$ cat config.mk
export PLATFORM = sky130hd
export DESIGN_NAME = iencoder_loader
export DESIGN_NICKNAME = d
export VERILOG_FILES = /design/src/rtl/cpu16_pkg.sv /design/src/rtl/iencoder_loader_chk.sv /design/src/rtl/sync_fifo2.sv /design/src/rtl/iencoder_loader.sv
export SDC_FILE = /design/constraint.sdc
export NUM_CORES = 1
export LEC_CHECK = 0
export ABC_AREA = 1
export CAP_MARGIN = 20
export CORE_MARGIN = 3
export CORE_UTILIZATION = 55
export DETAILED_ROUTE_END_ITERATION = 8
export PLACE_DENSITY = 0.85
export RECOVER_POWER = 50
export SYNTH_ARGS = -nofsm -noshare
export SYNTH_HDL_FRONTEND = slang
export SYNTH_SLANG_ARGS = --single-unit
$ cat constraint.sdc
create_clock -name clk -period 4.7 [get_ports clk]
set_input_delay 1.41 -clock clk [delete_from_list [all_inputs] [get_ports clk]]
set_output_delay 1.41 -clock clk [all_outputs]
set_load 0.02 [all_outputs]
$ cat src/rtl/cpu16_pkg.sv
// Shared constants for the 16-bit processor: field widths, the HALT encoding,
// loader FSM state codes and the field-packing helper.
package cpu16_pkg;

  localparam int OP_W    = 4;
  localparam int INSTR_W = 16;

  localparam logic [INSTR_W-1:0] HALT_WORD = 16'hFFFF;

  localparam logic [1:0] LDR_IDLE  = 2'd0;
  localparam logic [1:0] LDR_LOAD  = 2'd1;
  localparam logic [1:0] LDR_DRAIN = 2'd2;

  // Inverse of the instructiondecoder split: op lands in the top nibble.
  function automatic logic [INSTR_W-1:0] pack_instr(
    input logic [OP_W-1:0] op,
    input logic [OP_W-1:0] q0,
    input logic [OP_W-1:0] q1,
    input logic [OP_W-1:0] dest
  );
    return {op, q0, q1, dest};
  endfunction

endpackage

$ cat src/rtl/iencoder_loader_chk.sv
// Protocol checks on the instruction-memory write port and the session pulse.
module iencoder_loader_chk #(
  parameter int ADDR_W = 8
) (
  input logic              clk,
  input logic              rst,
  input logic              mem_we,
  input logic              mem_ready,
  input logic [ADDR_W-1:0] mem_addr,
  input logic [15:0]       mem_wdata,
  input logic              done,
  input logic              busy
);

  stall_hold: assert property (@(posedge clk) disable iff (rst)
    (mem_we && !mem_ready) |=> (mem_we && $stable(mem_addr) && $stable(mem_wdata)));

  done_single: assert property (@(posedge clk) disable iff (rst)
    done |=> !done);

  done_idle: assert property (@(posedge clk) disable iff (rst)
    done |-> !busy);

endmodule

$ cat src/rtl/sync_fifo2.sv
// Two-entry synchronous FIFO built from a head and a tail register so that the
// read side (out_valid/out_data) comes straight from flops.
module sync_fifo2
  import cpu16_pkg::*;
#(
  parameter int W = INSTR_W
) (
  input  logic         clk,
  input  logic         rst,
  input  logic         in_valid,
  output logic         in_ready,
  input  logic [W-1:0] in_data,
  output logic         out_valid,
  input  logic         out_ready,
  output logic [W-1:0] out_data,
  output logic [1:0]   level
);

  logic [W-1:0] head_r;
  logic [W-1:0] tail_r;
  logic         head_v_r;
  logic         tail_v_r;
  logic         push_s;
  logic         pop_s;

  // The tail is only ever occupied while the head is, so full == tail valid.
  assign in_ready  = !tail_v_r;
  assign push_s    = in_valid && !tail_v_r;
  assign pop_s     = head_v_r && out_ready;
  assign out_valid = head_v_r;
  assign out_data  = head_r;

  // Head/tail storage update; a simultaneous push and pop at one entry refills the head.
  always_ff @(posedge clk or posedge rst) begin
    if (rst) begin
      head_r   <= {W{1'b0}};
      tail_r   <= {W{1'b0}};
      head_v_r <= 1'b0;
      tail_v_r <= 1'b0;
    end else if (pop_s) begin
      if (tail_v_r) begin
        head_r   <= tail_r;
        tail_v_r <= 1'b0;
      end else if (push_s) begin
        head_r   <= in_data;
      end else begin
        head_v_r <= 1'b0;
      end
    end else if (push_s) begin
      if (head_v_r) begin
        tail_r   <= in_data;
        tail_v_r <= 1'b1;
      end else begin
        head_r   <= in_data;
        head_v_r <= 1'b1;
      end
    end
  end

  // Occupancy derived from the two valid flags.
  always_comb begin
    level = 2'd0;
    if (tail_v_r) begin
      level = 2'd2;
    end else if (head_v_r) begin
      level = 2'd1;
    end else begin
      level = 2'd0;
    end
  end

endmodule

$ cat src/rtl/iencoder_loader.sv
// Instruction encoder and program loader: packs field tuples into 16-bit words
// and writes them to consecutive instruction-memory addresses.
module iencoder_loader
  import cpu16_pkg::*;
#(
  parameter int ADDR_W = 8,
  parameter int CNT_W  = 9
) (
  input  logic              clk,
  input  logic              rst,
  input  logic              start,
  input  logic [ADDR_W-1:0] base_addr,
  input  logic [CNT_W-1:0]  count,
  input  logic              in_valid,
  output logic              in_ready,
  input  logic [OP_W-1:0]   op,
  input  logic [OP_W-1:0]   q0,
  input  logic [OP_W-1:0]   q1,
  input  logic [OP_W-1:0]   dest,
  output logic              mem_we,
  input  logic              mem_ready,
  output logic [ADDR_W-1:0] mem_addr,
  output logic [15:0]       mem_wdata,
  output logic              busy,
  output logic              done,
  output logic [CNT_W-1:0]  loaded
);

  localparam logic [CNT_W-1:0]  CNT_ONE  = {{(CNT_W-1){1'b0}}, 1'b1};
  localparam logic [CNT_W-1:0]  CNT_ZERO = {CNT_W{1'b0}};
  localparam logic [ADDR_W-1:0] ADDR_ONE = {{(ADDR_W-1){1'b0}}, 1'b1};

  logic [1:0]         state_r;
  logic [ADDR_W-1:0]  addr_r;
  logic [CNT_W-1:0]   count_r;
  logic [CNT_W-1:0]   accepted_r;
  logic [CNT_W-1:0]   loaded_r;
  logic               last_acc_r;
  logic               busy_r;
  logic               done_r;

  logic [INSTR_W-1:0] word_s;
  logic [INSTR_W-1:0] head_s;
  logic               fifo_in_ready_s;
  logic               fifo_out_valid_s;
  logic [1:0]         level_s;
  logic               ready_s;
  logic               accept_s;
  logic               write_s;
  logic               last_s;

  assign word_s   = pack_instr(op, q0, q1, dest);
  assign ready_s  = (state_r == LDR_LOAD) && fifo_in_ready_s && !last_acc_r;
  assign accept_s = in_valid && ready_s;
  assign write_s  = fifo_out_valid_s && mem_ready;

  // A tuple is the last one if it is HALT or it brings the accepted count to a non-zero limit.
  always_comb begin
    last_s = 1'b0;
    if (word_s == HALT_WORD) begin
      last_s = 1'b1;
    end else if ((count_r != CNT_ZERO) && ((accepted_r + CNT_ONE) == count_r)) begin
      last_s = 1'b1;
    end else begin
      last_s = 1'b0;
    end
  end

  sync_fifo2 #(.W(INSTR_W)) u_fifo (
    .clk       (clk),
    .rst       (rst),
    .in_valid  (accept_s),
    .in_ready  (fifo_in_ready_s),
    .in_data   (word_s),
    .out_valid (fifo_out_valid_s),
    .out_ready (mem_ready),
    .out_data  (head_s),
    .level     (level_s)
  );

  // Session FSM plus write-address and loaded-word counters.
  always_ff @(posedge clk or posedge rst) begin
    if (rst) begin
      state_r    <= LDR_IDLE;
      addr_r     <= {ADDR_W{1'b0}};
      count_r    <= CNT_ZERO;
      accepted_r <= CNT_ZERO;
      loaded_r   <= CNT_ZERO;
      last_acc_r <= 1'b0;
      busy_r     <= 1'b0;
      done_r     <= 1'b0;
    end else begin
      done_r <= 1'b0;
      if (write_s) begin
        addr_r   <= addr_r + ADDR_ONE;
        loaded_r <= loaded_r + CNT_ONE;
      end
      case (state_r)
        LDR_IDLE: begin
          if (start) begin
            state_r    <= LDR_LOAD;
            addr_r     <= base_addr;
            count_r    <= count;
            accepted_r <= CNT_ZERO;
            loaded_r   <= CNT_ZERO;
            last_acc_r <= 1'b0;
            busy_r     <= 1'b1;
          end
        end
        LDR_LOAD: begin
          if (accept_s) begin
            accepted_r <= accepted_r + CNT_ONE;
            if (last_s) begin
              last_acc_r <= 1'b1;
              state_r    <= LDR_DRAIN;
            end
          end
        end
        LDR_DRAIN: begin
          // Finishing needs the handshake on the only remaining entry.
          if (write_s && (level_s == 2'd1)) begin
            state_r <= LDR_IDLE;
            busy_r  <= 1'b0;
            done_r  <= 1'b1;
          end
        end
        default: begin
          state_r <= LDR_IDLE;
          busy_r  <= 1'b0;
        end
      endcase
    end
  end

  assign in_ready  = ready_s;
  assign mem_we    = fifo_out_valid_s;
  assign mem_addr  = addr_r;
  assign mem_wdata = head_s;
  assign busy      = busy_r;
  assign done      = done_r;
  assign loaded    = loaded_r;

  iencoder_loader_chk #(.ADDR_W(ADDR_W)) u_chk (
    .clk       (clk),
    .rst       (rst),
    .mem_we    (mem_we),
    .mem_ready (mem_ready),
    .mem_addr  (mem_addr),
    .mem_wdata (mem_wdata),
    .done      (done),
    .busy      (busy)
  );

endmodule
==> results of run 1 <==
-- through the flow --
stage | setup slack [ns] | power (mW) | hold slack, ns | std cells | area (um^2)
final | 1.04 | 3.29 | 0.497 | 592 | 4680
after CTS | 1.13 | 3.30 | 0.499 | 592 | 4700
after global routing | 0.910 | 3.51 | 0.519 | 592 | 4680
after detailed placement | 0.818 | 2.61 | 0.479 | 576 | 4420
after floorplan | 1.41 | 2.07 | 0.454 | 438 | 3630
after global placement | 0.965 | 2.54 | 0.470 | 576 | 4420
-- routing by layer --
| metal | track usage [%] | part of all wire, % | vias up |
|---|---|---|---|
| li1 | - | - | 1599 |
| met1 | 34.1 | 41 | 1622 |
| met2 | 43.4 | 50 | 126 |
| met3 | 7.19 | 7.1 | 19 |
| met4 | 8.79 | 1.9 | 0 |
| met5 | 0 | 0 | - |
-- worst max-delay path, delay by kind of cell --
family                 cells  cell delay, ns
buffers and inverters      4            1.29
AND/OR/NAND/NOR            3            0.76
AO/OA/AOI/OAI              2            0.45
-- area by class of cell --
class	instances	share of cell area, %
tap	75	2.00
clock buffer	10	2.94
clock inverter	6	2.94
timing repair buffer	79	16.5
multi-input combinational	301	32.3
inverter	47	3.77
sequential	74	39.5
-- kinds of logic after synthesis --
family	count (synthesis)	share of synthesized area, %
compound gates	71	11.2
xor+xnor	7	1.69
fa+ha+maj	3	1.03
buf+inv	63	7.03
flops	74	51.0
mux	8	2.90
simple gates	212	25.1
-- cell usage after synthesis --
cell,instances
a31oi_1,17
o22ai_1,8
a21oi_1,10
nor2_1,45
nor3_1,8
o21a_1,2
mux2_2,4
nor4_1,2
buf_6,1
o21bai_1,1
buf_4,2
nand4_1,6
nor2_2,2
nand2_1,106
a21oi_2,2
ha_1,3
clkbuf_1,10
nand2_2,2
mux2_4,4
dfrtp_1,74
o31ai_1,2
inv_1,46
inv_2,1
o21ai_0,29
nand3b_1,3
and3_1,1
xor2_1,4
nor4_4,1
buf_2,3
xnor2_1,3
nand3_1,36
-- path summary, 6_finish.rpt --
check | start | to | slack (ns) | cells past startpoint
worst max-delay path | mem_ready | u_fifo.out_data[14] | 1.04 | 9
worst min-delay path | u_fifo.tail_r[11] | u_fifo.tail_r[11] | 0.50 | 2
worst max register to register | u_fifo.tail_v_r | u_fifo.tail_r[7] | 1.78 | 5
worst min register to register | u_fifo.tail_r[11] | u_fifo.tail_r[11] | 0.50 | 2
max in group asynchronous | rst | u_fifo.tail_r[0] | 1.47 | 3
min in group asynchronous | rst | u_fifo.out_data[12] | 1.71 | 2
-- registers in the layout, indices dropped and copies added (netlist names) --
signal	cells
done	1
loaded	9
u_fifo.tail_v_r	1
count_r	9
last_acc_r	1
busy	1
u_fifo.tail_r	16
u_fifo.out_valid	1
u_fifo.out_data	16
mem_addr	8
accepted_r	9
state_r	2
-- power groups by stage --
stage | clock, mW | combinational, mW | sequential (mW)
5_1_grt | 0.702 | 1.61 | 1.20
3_3_place_gp | 0 | 1.39 | 1.15
6_report | 0.675 | 1.46 | 1.16
4_1_cts | 0.674 | 1.47 | 1.16
2_1_floorplan | 0 | 0.812 | 1.26
3_5_place_dp | 0 | 1.45 | 1.16
==> qor.yml, run 1 <==
status: "finished, final reports clean"
ys_ff_latch: 74
antenna_cells: 0
cts_resized: 0
final_util_pct: 76.0
synthTopCellsByArea: "dfrtp_1 51%, nand2_1 11%, nand3_1 5.0%, inv_1 4.8%, nor2_1 4.7%"
critPathMaxFanout: 32
num_rows: 28
maxCapViolations: 0
p_per_area_mw_per_mm2: 703
regArea_mm2: 0.00185
die_area_mm2: 0.00761
fin_crit_sh_pct: 77.8
crit_path_end_kind: "register"
clkPwrFrac_pct: 20.5
drive_gt1_share_pct: 6.00
finalHoldViolCount: 0
grt_max_degree: 33
synthToLayoutAreaGrowth_pct: 29.0
dieWidth_um: 87.2
grt.total_usage_pct: 26.5
numClockSinks: 74
grt_remaining_overflow: 0
combPwrFrac_pct: 44.3
yosysSeqAreaShare_pct: 51.0
intPower_mw: 1.96
fin_setup_tns_ns: 0
syn_area_per_cell_um2: 8.29
layout.nets: 553
multiInputGateArea_mm2: 0.00151
vias: 3366
postCtsSetupRepairBufs: 0
ant_nets: 0
cp_slowest_cell: "dlygate4sd3_1"
seq_power_share_pct: 35.3
ys.warnings.count: 0
drtIter0Drc: 213
cts_buffers: 9
yosys.area.top_type_share_pct: 51.0
dr.pass1.iters: 4
path_cells: "dlygate4sd3_1, nand2_1, inv_1, buf_4, nand2_1, a21oi_2, buf_4, nor2_1, a31oi_1"
clock_skew_ns: 0.00871
dp_hpwl_um: 6470
netlist_area_mm2: 0.00363
htree_levels: 3
setup_viol: 0
fill_cells: 448
slew_headroom_pct: 25.4
switching_power_mw: 1.34
p_leak_nw: 2.16
worstMarginPinSlew_ns: 1.12
max_stage_delay_ns: 0.58
initial_core_util_pct: 58.9
drc: 0
arrival_ns: 3.92
die_h_um: 87.2
slew_viol_final: 0
layout_common_cells: "108 x nand2_1, 74 x dfrtp_1, 70 x clkdlybuf4s50_1, 47 x inv_1, 46 x nor2_1"
critPathRequiredTime_ns: 4.96
clk_pin_slew_worst_paths_ns: 0.08
syn-num-nets: 479
power.share.switching_pct: 40.6
hp-class: "register to register"
crit_type: "primary input to register"
worst_skew_pair.late_latency_ns: 0.35
viasPerCell: 5.69
wl_um: 9370
fmax_mhz: 273
ctsLongestPathBuffers: 2
setup.worst_path.start_class: "primary input"
io_buffers: 74
core_area_mm2: 0.00617
period_needed_ns: 3.66
rsz0062_at_grt: "false"
irDropWorstVdd_mv: 0.416
cts-root-buf: "clkbuf_8"
antenna_found_initial: 0
cts_hold_buf: 0
synth_top_cell_by_area: "dfrtp_1"
io_pins: 75
grt_pass1_vias: 3372
final_common_cell: "nand2_1"
routabilityCongestion: 0.895
cts_tree: "done"
grt_first_pass_wirelength_um: 15600
wl_per_cell_um: 15.8
ys_types: 31
netlist_instances: 438
No activity file was read; power rests on OpenSTA's default activity.
==> inputs of run 2 (changes only) <==
Settings changed: CORE_UTILIZATION 55 to 46, PLACE_DENSITY 0.85 to 0.76.
Clock period 4.7 ns to 3.3 ns, I/O delays scaled along.
==> qor.yml, run 2 (synthesis gave the netlist of run 1 again) <==
clock_skew_ns: 0.00990  # +0.00119 ns
initial_core_util_pct: 48.7  # -10 points
routabilityCongestion: 0.857  # -4.3%
worst_skew_pair.late_latency_ns: 0.34  # about the same
layout_common_cells: "106 x nand2_1, 74 x dfrtp_1, 71 x clkdlybuf4s50_1, 46 x inv_1, 45 x nor2_1"
cts-root-buf: "clkbuf_8"
htree_levels: 3  # unchanged
final_area_mm2: 0.00469  # about the same
grt_max_degree: 52  # +58%
dp_hpwl_um: 6030  # -6.8%
dr.pass1.iters: 6  # +2
cts_tree: "done"
critPathRequiredTime_ns: 2.31  # -2.65 ns
die_h_um: 94.8  # +8.7%
grt.total_usage_pct: 20.8  # -5.6 points
num_rows: 31  # +11%
io_pins: 75  # unchanged
die_area_mm2: 0.00899  # +18%
place_area_mm2: 0.00448  # +1.3%
ant_nets: 0  # unchanged
core_area_mm2: 0.00745  # +21%
vias: 3200  # -4.9%
postCtsSetupRepairBufs: 0  # unchanged
cts_buffers: 9  # unchanged
fin_ws_ns: 0.525  # -0.518 ns
slew_headroom_pct: 15.9  # -9.5 points
wl_per_cell_um: 14.1  # -11%
viasPerCell: 5.19  # -8.8%
maxCapViolations: 0  # unchanged
cts_resized: 0  # unchanged
total_power_mw: 4.49  # +36%
p_per_area_mw_per_mm2: 958  # +36%
dieWidth_um: 94.8  # +8.7%
placedCellCount: 602  # +4.5%
wl_um: 8700  # -7.1%
drtIter0Drc: 169  # -21%
worstMarginPinSlew_ns: 1.26  # +0.143 ns
ctsLongestPathBuffers: 2  # unchanged
fin_setup_tns_ns: 0  # unchanged
antenna_found_initial: 0  # unchanged
grt_first_pass_wirelength_um: 14700  # -5.8%
cts_hold_buf: 0  # unchanged
synthToLayoutAreaGrowth_pct: 29.1  # about the same
dp_slack_ns: 0.639  # -0.179 ns
fmax_mhz: 360
period_needed_ns: 2.77
io_buffers: 74  # unchanged
layout.nets: 555  # +0.36%
setup.worst_path.start_class: "register"
critPathMaxFanout: 2  # -94%
setup_viol: 0  # unchanged
fin_cells: 617  # +4.2%
arrival_ns: 1.78  # -2.14 ns
antenna_cells: 0  # unchanged
crit_type: "register to output port"
drc: 0  # unchanged
finalHoldViolCount: 0  # unchanged
r2r_slack_ns: 1.13  # -0.65 ns
irDropWorstVdd_mv: 0.533  # +28%
crit_path_end_kind: "output port"
hp-class: "register to register"
rsz0062_at_grt: "false"
fin_crit_sh_pct: 84.1
grt_pass1_vias: 3147  # -6.7%
final_common_cell: "nand2_1"
grt_remaining_overflow: 0  # unchanged
drive_gt1_share_pct: 6.95  # +0.95 points
clk_pin_slew_worst_paths_ns: 0.07  # about the same
slew_viol_final: 0  # unchanged
status: "finished, final reports clean"
numClockSinks: 74  # unchanged
p_leak_nw: 2.14  # -1.2%
run 2: cell count changes in the layout (fill, tap and decap cells not counted), moves of 2 or more:
cell	change
nand2_2	+2
bufinv_16	-2
clkinv_4	-2
clkinvlp_4	+2
nand2_1	-2
run 2: final timing paths:
kind	from	to	cells after the start
max reg2reg	state_r[1]	mem_addr[3]	6
min in group asynchronous	rst	u_fifo.out_data[0]	2
min	u_fifo.tail_r[11]	u_fifo.tail_r[11]	2
min reg2reg	u_fifo.tail_r[11]	u_fifo.tail_r[11]	2
max in group asynchronous	rst	u_fifo.tail_v_r	3
max	last_acc_r	in_ready	2
run 2: metal layers:
metal / vias up / track usage (%) / wire (um)
met5: - / 0 / 0
met2: 115 / 32.6 / 4000
met3: 8 / 4.22 / 638
met4: 0 / 5.65 / 57
li1: 1591 / - / -
met1: 1486 / 29.5 / 4000
run 2: stage by stage:
step	hold WS [ns]	utilization (%)
6_report	0.501	62.9
4_1_cts	0.502	63.2
3_5_place_dp	0.484	60.2
5_1_grt	0.531	62.9
3_3_place_gp	0.467	60.2
2_1_floorplan	0.454	-
run 2: critical path, cell delays in order (launching register included):
cell,delay [ns]
dfrtp_1,0.41
nor4_4,0.37
clkdlybuf4s50_1,0.67
run 2: report_power, final:
group          leakage, nW  switching (mW)  internal (mW)
combinational         1.13            1.20          0.882
sequential           0.902           0.300           1.32
clock                0.108           0.327          0.463
run 2: final cells by class:
class	count	area (um^2)
multi-input combinational	301	1520
sequential	74	1850
tap	99	124
clock inverter	4	75.1
inverter	47	176
fill	644	2760
clock buffer	11	151
timing repair buffer	81	786
==> inputs of run 3 (changes only) <==
Settings changed: CORE_UTILIZATION 46 to 51, PLACE_DENSITY 0.76 to 0.8.
Clock period 3.3 ns to 2.58 ns, I/O delays scaled along.
==> qor.yml, run 3 (synthesis gave the netlist of run 1 again) <==
status: "finished, final reports clean"
cp_slowest_cell: "clkdlybuf4s50_1"
period_needed_ns: 2.35
drive_gt1_share_pct: 7.24  # +0.29 points
path_cells: "clkdlybuf4s50_1, nand2_1, clkbuf_1, a21oi_1, clkbuf_1, nand2_1, a21oi_1"
arrival_ns: 2.61  # +0.83 ns
crit_path_end_kind: "register"
crit_buf_inv: 3  # +2
setup.worst_path.start_class: "primary input"
combPwrFrac_pct: 46.1  # -0.3 points
die_h_um: 90.4  # -4.7%
crit_family: "buffers and inverters"
dr.pass1.iters: 5  # -1
drtIter0Drc: 181  # +7.1%
final_common_cell: "nand2_1"
final_util_pct: 69.6  # +6.7 points
crit_type: "primary input to register"
worst_skew_pair.late_latency_ns: 0.35  # about the same
layout_common_cells: "107 x nand2_1, 74 x dfrtp_1, 70 x clkdlybuf4s50_1, 46 x nor2_1, 45 x inv_1"
fin_setup_tns_ns: 0  # unchanged
grt.total_usage_pct: 23.0  # +2.1 points
viasPerCell: 5.25  # +1.2%
grt_pass1_vias: 3319  # +5.5%
layout.nets: 561  # +1.1%
critPathRequiredTime_ns: 2.84  # +0.53 ns
grt_first_pass_wirelength_um: 15400  # +4.2%
die_area_mm2: 0.00817  # -9.2%
finalHoldViolCount: 0  # unchanged
whs_path_depth: 2  # unchanged
cts_tree: "done"
reg2regPathDepth: 7  # +1
clkPwrFrac_pct: 19.0  # +1.4 points
max_stage_delay_ns: 0.46  # -0.21 ns
maxCapViolations: 0  # unchanged
antenna_cells: 0  # unchanged
drc: 0  # unchanged
r2r-end: "last_acc_r"
initial_core_util_pct: 53.1  # +4.4 points
htree_levels: 3  # unchanged
grt_max_degree: 35  # -33%
intPower_mw: 3.53  # +32%
routabilityCongestion: 0.843  # -1.6%
fin_crit_sh_pct: 91.0
rr_startpoint: "last_acc_r"
grt_remaining_overflow: 0  # unchanged
slew_viol_final: 0  # unchanged
irDropWorstVdd_mv: 0.818  # +54%
ant_nets: 0  # unchanged
switching_power_mw: 2.37  # +30%
io_buffers: 74  # unchanged
rsz0062_at_grt: "false"
vias: 3261  # +1.9%
worstMarginPinSlew_ns: 0.911  # -0.352 ns
numClockSinks: 74  # unchanged
wl_um: 8900  # +2.2%
clk_pin_slew_worst_paths_ns: 0.07  # about the same
wl_per_cell_um: 14.3  # +1.6%
num_rows: 30  # -3.2%
p_per_area_mw_per_mm2: 1240  # +29%
dp_hpwl_um: 6360  # +5.5%
seq_power_share_pct: 34.9  # -1.1 points
cts-root-buf: "clkbuf_8"
min_from: "u_fifo.tail_r[10]"
slew_headroom_pct: 39.0  # +23 points
fmax_mhz: 426
r2r_slack_ns: 0.29  # -0.84 ns
hold_path_end: "u_fifo.tail_r[10]"
fill_cells: 577  # -10%
synthToLayoutAreaGrowth_pct: 31.0
critPathMaxFanout: 12  # +10
cts_buffers: 9  # unchanged
clock_skew_ns: 0.00981  # -0.0000908 ns
power.share.switching_pct: 40.2  # -0.54 points
core_area_mm2: 0.00683  # -8.3%
io_pins: 75  # unchanged
p_leak_nw: 2.18  # +2.0%
antenna_found_initial: 0  # unchanged
setup_viol: 0  # unchanged
hp-class: "register to register"
ctsLongestPathBuffers: 2  # unchanged
dieWidth_um: 90.4  # -4.7%
run 3: cell types whose count changed in the layout (fill, tap and decap cells not counted), sizes merged:
cell / before / now
buf: 4 / 7
bufinv: 2 / 3
clkbuf: 14 / 17
clkdlybuf4s50: 71 / 70
clkinv: 0 / 2
clkinvlp: 2 / 1
dlygate4sd2: 0 / 1
inv: 47 / 46
run 3: repair_timing:
| action | CTS | global route |
|---|---|---|
| hold buffers | 0 | 0 |
| resized for setup | 1 | 0 |
| setup endpoints to repair | 1 | 0 |
| buffers inserted | 0 | 0 |
run 3: per-layer routing:
| metal | up-vias | wire length (um) | global-route usage, % |
|---|---|---|---|
| met4 | 0 | 87 | 5.87 |
| li1 | 1609 | - | - |
| met1 | 1513 | 3890 | 30.3 |
| met2 | 131 | 4260 | 37.6 |
| met5 | - | 0 | 0 |
| met3 | 8 | 657 | 6.33 |
run 3: area by class of cell:
cell class                      instances  area [um^2]  share of cell area [%]
Sequential cell                        74         1850                    38.9
Multi-Input combinational cell        301         1510                    31.8
Timing Repair Buffer                   87          841                    17.7
Inverter                               47          178                    3.74
Clock buffer                           11          151                    3.18
Tap cell                               96          120                    2.53
Clock inverter                          5          100                    2.10
run 3: through the flow:
step	cell area, um^2	power (mW)	hold WS [ns]	setup WS, ns	instances
floorplan	3630	3.77	0.454	0.749	438
global placement	4550	4.74	0.469	0.272	605
detailed placement	4550	4.84	0.478	0.197	605
CTS	4800	5.98	0.497	0.284	621
global route	4760	6.34	0.540	0.121	621
finish	4760	5.90	0.495	0.232	621
run 3: worst max path at each step:
stage / from / to / depth (start not counted)
after floorplan: mem_ready / mem_addr[6] / 7
after global placement: mem_ready / mem_addr[7] / 7
after detailed placement: mem_ready / u_fifo.out_data[12] / 8
after CTS: last_acc_r / in_ready / 2
after global routing: in_valid / last_acc_r / 7
final: in_valid / last_acc_r / 7
run 3: worst min-delay path: cells and delay by family, from the launching register on:
family / cells / cell delay, ns
flops: 1 / 0.35
compound gates: 1 / 0.06
simple gates: 1 / 0.05
run 3: power groups by stage:
stage | Sequential (mW) | Combinational, mW | Clock, mW
3_5_place_dp | 2.08 | 2.76 | 0
4_1_cts | 2.06 | 2.78 | 1.14
6_report | 2.06 | 2.72 | 1.12
3_3_place_gp | 2.05 | 2.69 | 0
2_1_floorplan | 2.29 | 1.48 | 0
5_1_grt | 2.14 | 3.01 | 1.19
